### src/rtl/pri_enc_scanner.sv
// pri_enc_scanner: accepts an N-bit request vector over a valid/ready handshake.
// It then emits the index of every set bit, one index per output beat, in
// priority order. An all-zero vector is flagged with a one-cycle zero_err pulse.
module pri_enc_scanner #(
  parameter int N         = 8,
  parameter int W         = $clog2(N),
  parameter bit MSB_FIRST = 1'b1
) (
  input  logic         clk,
  input  logic         rst,
  input  logic         in_valid,
  output logic         in_ready,
  input  logic [N-1:0] in_vec,
  output logic         out_valid,
  input  logic         out_ready,
  output logic [W-1:0] out_idx,
  output logic         out_last,
  output logic         zero_err,
  output logic         busy
);

  typedef enum logic {
    IDLE = 1'b0,
    SCAN = 1'b1
  } state_t;

  state_t         state_reg, state_next;
  logic [N-1:0]   pend_reg, pend_next;
  logic           zero_err_reg, zero_err_next;

  logic [W-1:0]   enc_idx;
  logic           enc_single;
  logic [N-1:0]   clr_mask;

  // Priority-encode the pending set. Each loop iteration overwrites earlier
  // matches, so the scan direction decides which end wins.
  always_comb begin
    enc_idx = '0;
    if (MSB_FIRST) begin
      for (int i = 0; i < N; i++) begin
        if (pend_reg[i]) enc_idx = W'(i);
      end
    end else begin
      for (int i = N - 1; i >= 0; i--) begin
        if (pend_reg[i]) enc_idx = W'(i);
      end
    end
  end

  // Exactly one pending bit: clearing the lowest set bit leaves nothing.
  assign enc_single = (pend_reg != '0) &&
                      ((pend_reg & (pend_reg - {{(N-1){1'b0}}, 1'b1})) == '0);

  // One-hot mask of the bit being serviced on this beat.
  generate
    for (genvar gi = 0; gi < N; gi++) begin : g_clr
      assign clr_mask[gi] = (enc_idx == W'(gi));
    end
  endgenerate

  // Handshake and data outputs; everything is gated quiet while in reset.
  always_comb begin
    in_ready  = (state_reg == IDLE) && !rst;
    out_valid = (state_reg == SCAN) && !rst;
    busy      = (state_reg == SCAN);
    zero_err  = zero_err_reg;
    out_idx   = out_valid ? enc_idx : '0;
    out_last  = out_valid ? enc_single : 1'b0;
  end

  // Next-state logic: accept in IDLE, retire one index per beat in SCAN.
  always_comb begin
    state_next    = state_reg;
    pend_next     = pend_reg;
    zero_err_next = 1'b0;
    case (state_reg)
      IDLE: begin
        if (in_valid && in_ready) begin
          if (in_vec != '0) begin
            pend_next  = in_vec;
            state_next = SCAN;
          end else begin
            zero_err_next = 1'b1;
          end
        end
      end
      SCAN: begin
        if (out_valid && out_ready) begin
          pend_next = pend_reg & ~clr_mask;
          if (enc_single) state_next = IDLE;
        end
      end
      default: state_next = IDLE;
    endcase
  end

  // State registers with synchronous reset.
  always_ff @(posedge clk) begin
    if (rst) begin
      state_reg    <= IDLE;
      pend_reg     <= '0;
      zero_err_reg <= 1'b0;
    end else begin
      state_reg    <= state_next;
      pend_reg     <= pend_next;
      zero_err_reg <= zero_err_next;
    end
  end

endmodule

### config.mk
export PLATFORM = sky130hd
export DESIGN_NAME = pri_enc_scanner
export DESIGN_NICKNAME = d
export VERILOG_FILES = /design/src/rtl/pri_enc_scanner.sv
export SDC_FILE = /design/constraint.sdc
export NUM_CORES = 1
export LEC_CHECK = 0
export CORE_MARGIN = 1
export CORE_UTILIZATION = 47
export CTS_CLUSTER_SIZE = 16
export DETAILED_ROUTE_END_ITERATION = 10
export PLACE_DENSITY = 0.9
export SLEW_MARGIN = 20
export SYNTH_ARGS = -nofsm -noshare
export SYNTH_HDL_FRONTEND = slang
export SYNTH_SLANG_ARGS = --single-unit
### constraint.sdc
create_clock -name clk -period 2.99 [get_ports clk]
set_input_delay 0.598 -clock clk [delete_from_list [all_inputs] [get_ports clk]]
set_output_delay 0.598 -clock clk [all_outputs]
set_load 0.01 [all_outputs]
**Yosys cells after proc, flatten, opt, wreduce, memory -nomap -nowiden**

Index checks and enable logic that the tools add are counted.

- Mux-type cells: 19
- Add/subtract/negate cells: 1
- Reduce and logical (&&, ||, !) cells: 12
- Equality and inequality tests: 10
- Bitwise gates (word level): 5

Operator list:

| kind | number |
|---|---|
| 8-bit two-way mux | 3 |
| 8-bit bitwise AND | 2 |
| 8-bit case mux with 2 select lines | 1 |
| 8-bit nonzero test | 2 |
| 3-bit two-way mux | 5 |
| 3-bit equality test, second input constant | 4 |
| 8-bit logical NOT | 1 |
| 8-bit NOT | 1 |
| 8-bit by 1-bit subtractor with 8-bit output, second input constant | 1 |
| 1-bit two-way mux | 7 |
| 3-bit by 2-bit equality test with 1-bit output, second input constant | 2 |
| 2-bit by 1-bit != test with 1-bit output, second input constant | 3 |
| 1-bit logical AND | 5 |
| 2-bit two-way mux | 2 |
| 3-bit by 1-bit equality test with 1-bit output, second input constant | 1 |
| 3-bit logical NOT | 1 |
| 3-bit AND reduction | 1 |
| 3-bit OR reduction | 1 |
| 1-bit NOT | 2 |
| 1-bit case mux with 2 select lines | 1 |
| 1-bit logical NOT | 1 |

- Word-level logic and storage cells: 50
- Output and inout port bits: 8
- Flip-flop bits (word level): 10
- Input bits: 12

**Depth between registers and ports, before layout**

Gate-level depths: netlist of the first run.

- Word-level depth: 12
- Mapped depth: 6

**Least setup slack after synthesis of the first run**

Ideal clock, no wire load.

- Kind: flip-flop to output port
- Start: register pend_reg[1]
- End: output port out_last
- Stages on the path, launching flop included: 5
- Slack: 0.854 ns
- Arrival: 1.538 ns
- Cells stage by stage: dfxtp_1 or4_4 a2111oi_2 or3_1 and3_1

- Word-level cells in the longest chain between the ends: 5

Ends and longest elaborated chain:

| item | line | RTL |
|---|---|---|
| from (decl) | 28 | `logic [N-1:0] pend_reg, pend_next;` |
| from (signal assigned) | 105 | `pend_reg <= pend_next;` |
| 8-bit by 1-bit subtractor with 8-bit output | 52 | `((pend_reg & (pend_reg - {{(N-1){1'b0}}, 1'b1})) == '0);` |
| 8-bit bitwise AND | 52 |  |
| 8-bit logical NOT | 52 |  |
| 1-bit logical AND (*) | 51 | `assign enc_single = (pend_reg != '0) &&` |
| 1-bit two-way mux (*) | 68 | `out_last = out_valid ? enc_single : 1'b0;` |
| to (decl) | 17 | `output logic out_last,` |

Mark *: on every way between the ends. The rest lies on a longest branch, timed or not.

**Final worst setup path of the first run**

Ends and elaborated chain as after synthesis.

==> results of run 1 <==
==> through the flow <==
| stage | power, mW | instances |
|---|---|---|
| after floorplan | 0.251 | 86 |
| after global placement | 0.304 | 117 |
| after detailed placement | 0.307 | 117 |
| after CTS | 0.399 | 120 |
| after global routing | 0.426 | 120 |
| final | 0.403 | 120 |
==> worst max-delay path: cells and delay by family, from the launching register on <==
family | cells | cell delay [ns]
buffers and inverters | 1 | 0.16
and+or+nand+nor | 3 | 0.87
AOI/OAI and AO/OA | 1 | 0.36
DFF | 1 | 0.37
==> report_power, final <==
group          internal (mW)  switching [mW]  total (mW)
clock network         0.0467          0.0492      0.0959
logic                 0.0737          0.0649       0.139
registers              0.145          0.0239       0.169
total                  0.265           0.138       0.403
==> per-layer routing <==
metal | wire (microns) | up-vias | part of all wire
met3 | 104 | 7 | 0.062
met1 | 780 | 339 | 0.46
met5 | 0 | - | 0
met4 | 36 | 0 | 0.021
met2 | 769 | 35 | 0.46
li1 | - | 370 | -
==> synth_stat cells <==
master / count / area [sq um]
inv_1: 4 / 15.0
a21oi_1: 10 / 50.1
nor3b_1: 1 / 7.51
nand3b_1: 1 / 7.51
a21bo_2: 1 / 10.0
o21ai_0: 4 / 20.0
a22oi_1: 2 / 15.0
or3_1: 3 / 18.8
dfxtp_1: 10 / 200
and3_1: 2 / 12.5
or4_4: 1 / 11.3
nand2_1: 10 / 37.5
o41ai_1: 1 / 8.76
o21ai_1: 1 / 5.00
a2111oi_2: 1 / 15.0
o31ai_1: 1 / 7.51
a31o_2: 1 / 8.76
buf_2: 2 / 10.0
a41oi_1: 1 / 8.76
or4_1: 1 / 7.51
nand3_1: 2 / 10.0
xnor2_1: 1 / 8.76
nand4_1: 1 / 6.26
clkbuf_1: 2 / 7.51
nand2b_1: 5 / 31.3
nor4_1: 4 / 25.0
a311oi_1: 3 / 26.3
o21bai_1: 1 / 7.51
nor2_1: 6 / 22.5
nor3_1: 2 / 10.0
a2111oi_0: 1 / 8.76
==> worst min-delay path by stage <==
stage	from	slack [ns]	endpoint	depth (start not counted)
after floorplan	pend_reg[3]	0.51	pend_reg[3]	2
after global placement	pend_reg[3]	0.54	pend_reg[3]	2
after detailed placement	pend_reg[3]	0.54	pend_reg[3]	2
after CTS	pend_reg[3]	0.55	pend_reg[3]	2
after global routing	pend_reg[3]	0.61	pend_reg[3]	2
final	pend_reg[3]	0.57	pend_reg[3]	2
==> timing repair <==
item | in CTS | in global routing
hold buffers | 0 | 0
pin swaps | 0 | 1
setup endpoints to repair | 1 | 1
gates cloned | 0 | 0
gates resized for setup | 1 | 1
==> final cells by class <==
cell class / count / area share
tap: 14 / 0.0201
clock buffer: 3 / 0.0258
inverter: 4 / 0.0172
multi-input combinational: 68 / 0.469
sequential: 10 / 0.230
timing repair buffer: 21 / 0.238
==> cell usage in the layout, fill, tap and decap left out, drive strengths merged <==
cell / n
nor4: 4
o41ai: 1
nand3: 2
a22oi: 2
a41oi: 1
nor2: 6
dlymetal6s2s: 1
nand2: 10
or3: 3
nand2b: 5
inv: 4
nor3: 2
o21ai: 5
a2111oi: 2
or4: 2
and3: 2
a31o: 1
o21bai: 1
buf: 2
nand3b: 1
a21oi: 10
nand4: 1
a311oi: 3
nor3b: 1
clkbuf: 3
a21bo: 1
o31ai: 1
clkdlybuf4s50: 18
xnor2: 1
dfxtp: 10
==> logic make-up (layout without fill, tap and decap cells) <==
group	after synthesis	in the layout	synth area share
flops	10	10	0.312
xor+xnor	1	1	0.0137
compound gates	28	28	0.299
simple gates	39	39	0.324
buf+inv	8	28	0.0508
==> results.sh, run 1 <==
export IMPL_drive_above_1_share=0.0849
export IMPL_nets=120
export IMPL_place_ws_ns=0.279
export IMPL_dp_hpwl_microns=1240
export IMPL_use_met2=0.413
export IMPL_grt_start_max_net_pins=15
export IMPL_path_cells="or4_4 > a2111oi_2 > or3_1 > and3_1 > dlymetal6s2s_1"
export IMPL_clock_sinks=10
export IMPL_seq_area_frac_synth=0.313
export IMPL_die_area_sq_mm=0.00151
export IMPL_yosysUniqueCellTypes=31
export IMPL_powerDensity_mw_per_mm2=462
export IMPL_criticalPathCategory="flip-flop to output port"
export IMPL_firstDrtPassIters=4
export IMPL_grt_overflow=0
export IMPL_r2r_cells=4
export IMPL_cts_made_buffers=3
export IMPL_path_max_fanout=7
export IMPL_seqCellArea_sq_um=200
export IMPL_antenna_cells=0
export IMPL_rsz0062_at_grt="no"
export IMPL_grtUsageMet3=0.0520
export IMPL_fp_coreArea_sq_mm=0.00119
export IMPL_wl_per_cell_microns=14.1
export IMPL_vias=751
export IMPL_fmax_mhz=382
export IMPL_yosysWarningCount=0
export IMPL_finalSetupViolCount=0
export IMPL_r2r_end="busy"
export IMPL_rrSetupSlack_ns=1.32
export IMPL_largest_reg_flops=8
export IMPL_ys_ff_latch=10
export IMPL_status="finished, final reports clean"
export IMPL_cts_htree_levels=1
export IMPL_die_h_microns=38.9
export IMPL_r2r_start="pend_reg[1]"
export IMPL_drc=0
export IMPL_root_buffer="clkbuf_4"
export IMPL_rows=12
export IMPL_setup_tns_ns=0
export IMPL_period_share=0.875
export IMPL_irDropWorstVdd_mv=0.240
export IMPL_final_area_sq_um=872
export IMPL_syn_to_final_growth_pct=36.1
export IMPL_totalWireLength_microns=1690
export IMPL_gp_congestion=0.816
export IMPL_maxSlewViolCount=0
export IMPL_fin_ws_ns=0.375
export IMPL_synth_cells=86
export IMPL_clkTransAtPathRegs_ns=0.06
export IMPL_worstMarginPinSlew_ns=0.464
export IMPL_multi_input_area_sq_um=409
export IMPL_p_leak_nw=0.330
export IMPL_syn_area_per_cell_sq_um=7.45
export IMPL_antenna_found_initial=0
export IMPL_place_area_sq_um=846
export IMPL_required_ns=2.39
export IMPL_slew_headroom=0.688
export IMPL_grtUsageTotal=0.272
export IMPL_grtUsageMet1=0.373
export IMPL_hold_viol=0
export IMPL_fill_cells=102
export IMPL_max_stage_delay_ns=0.55
export IMPL_worst_path_max_delay_cell="or4_4"
export IMPL_fin_skew_ns=0.00203
export IMPL_die_width_microns=38.9
export IMPL_grt_pass1_vias=636
export IMPL_clock_path_buffers=2
export IMPL_synth_area_sq_um=641
export IMPL_timing_hold_ws_ns=0.571
export IMPL_worstSetupEndpoint="out_last"
export IMPL_layout_min_cycle_time_ns=2.62
export IMPL_initial_core_util=0.540
export IMPL_ios=20
export IMPL_end_kind="output port"
export IMPL_avgViaCountPerCell=6.26
export IMPL_synth_nets=98
export IMPL_setup_worst_path_start="pend_reg[1]"
export IMPL_cts_tree="built"
export IMPL_top_usage_layer="met2"
export IMPL_ant_nets=0
export IMPL_cp_arrival_ns=2.02
export IMPL_grt_pass1_wl_microns=2790
export IMPL_maxCapViolations=0
export IMPL_numPortBuffers=19
export IMPL_hold_class="flip-flop to flip-flop"
export IMPL_cts_setup_buffers=0
export IMPL_first_iter_violations=34
export IMPL_clock_latency_ns=0.27
export IMPL_worstSetupStartpointType="flip-flop"
export IMPL_post_route_util=0.735
Power figures use the tool's default switching activity.
==> inputs of run 2 (changes only) <==
Settings changed: CTS_CLUSTER_DIAMETER set to 80.
==> results of run 2 <==
Final layout, timing and power as in run 1 (identical DEF).
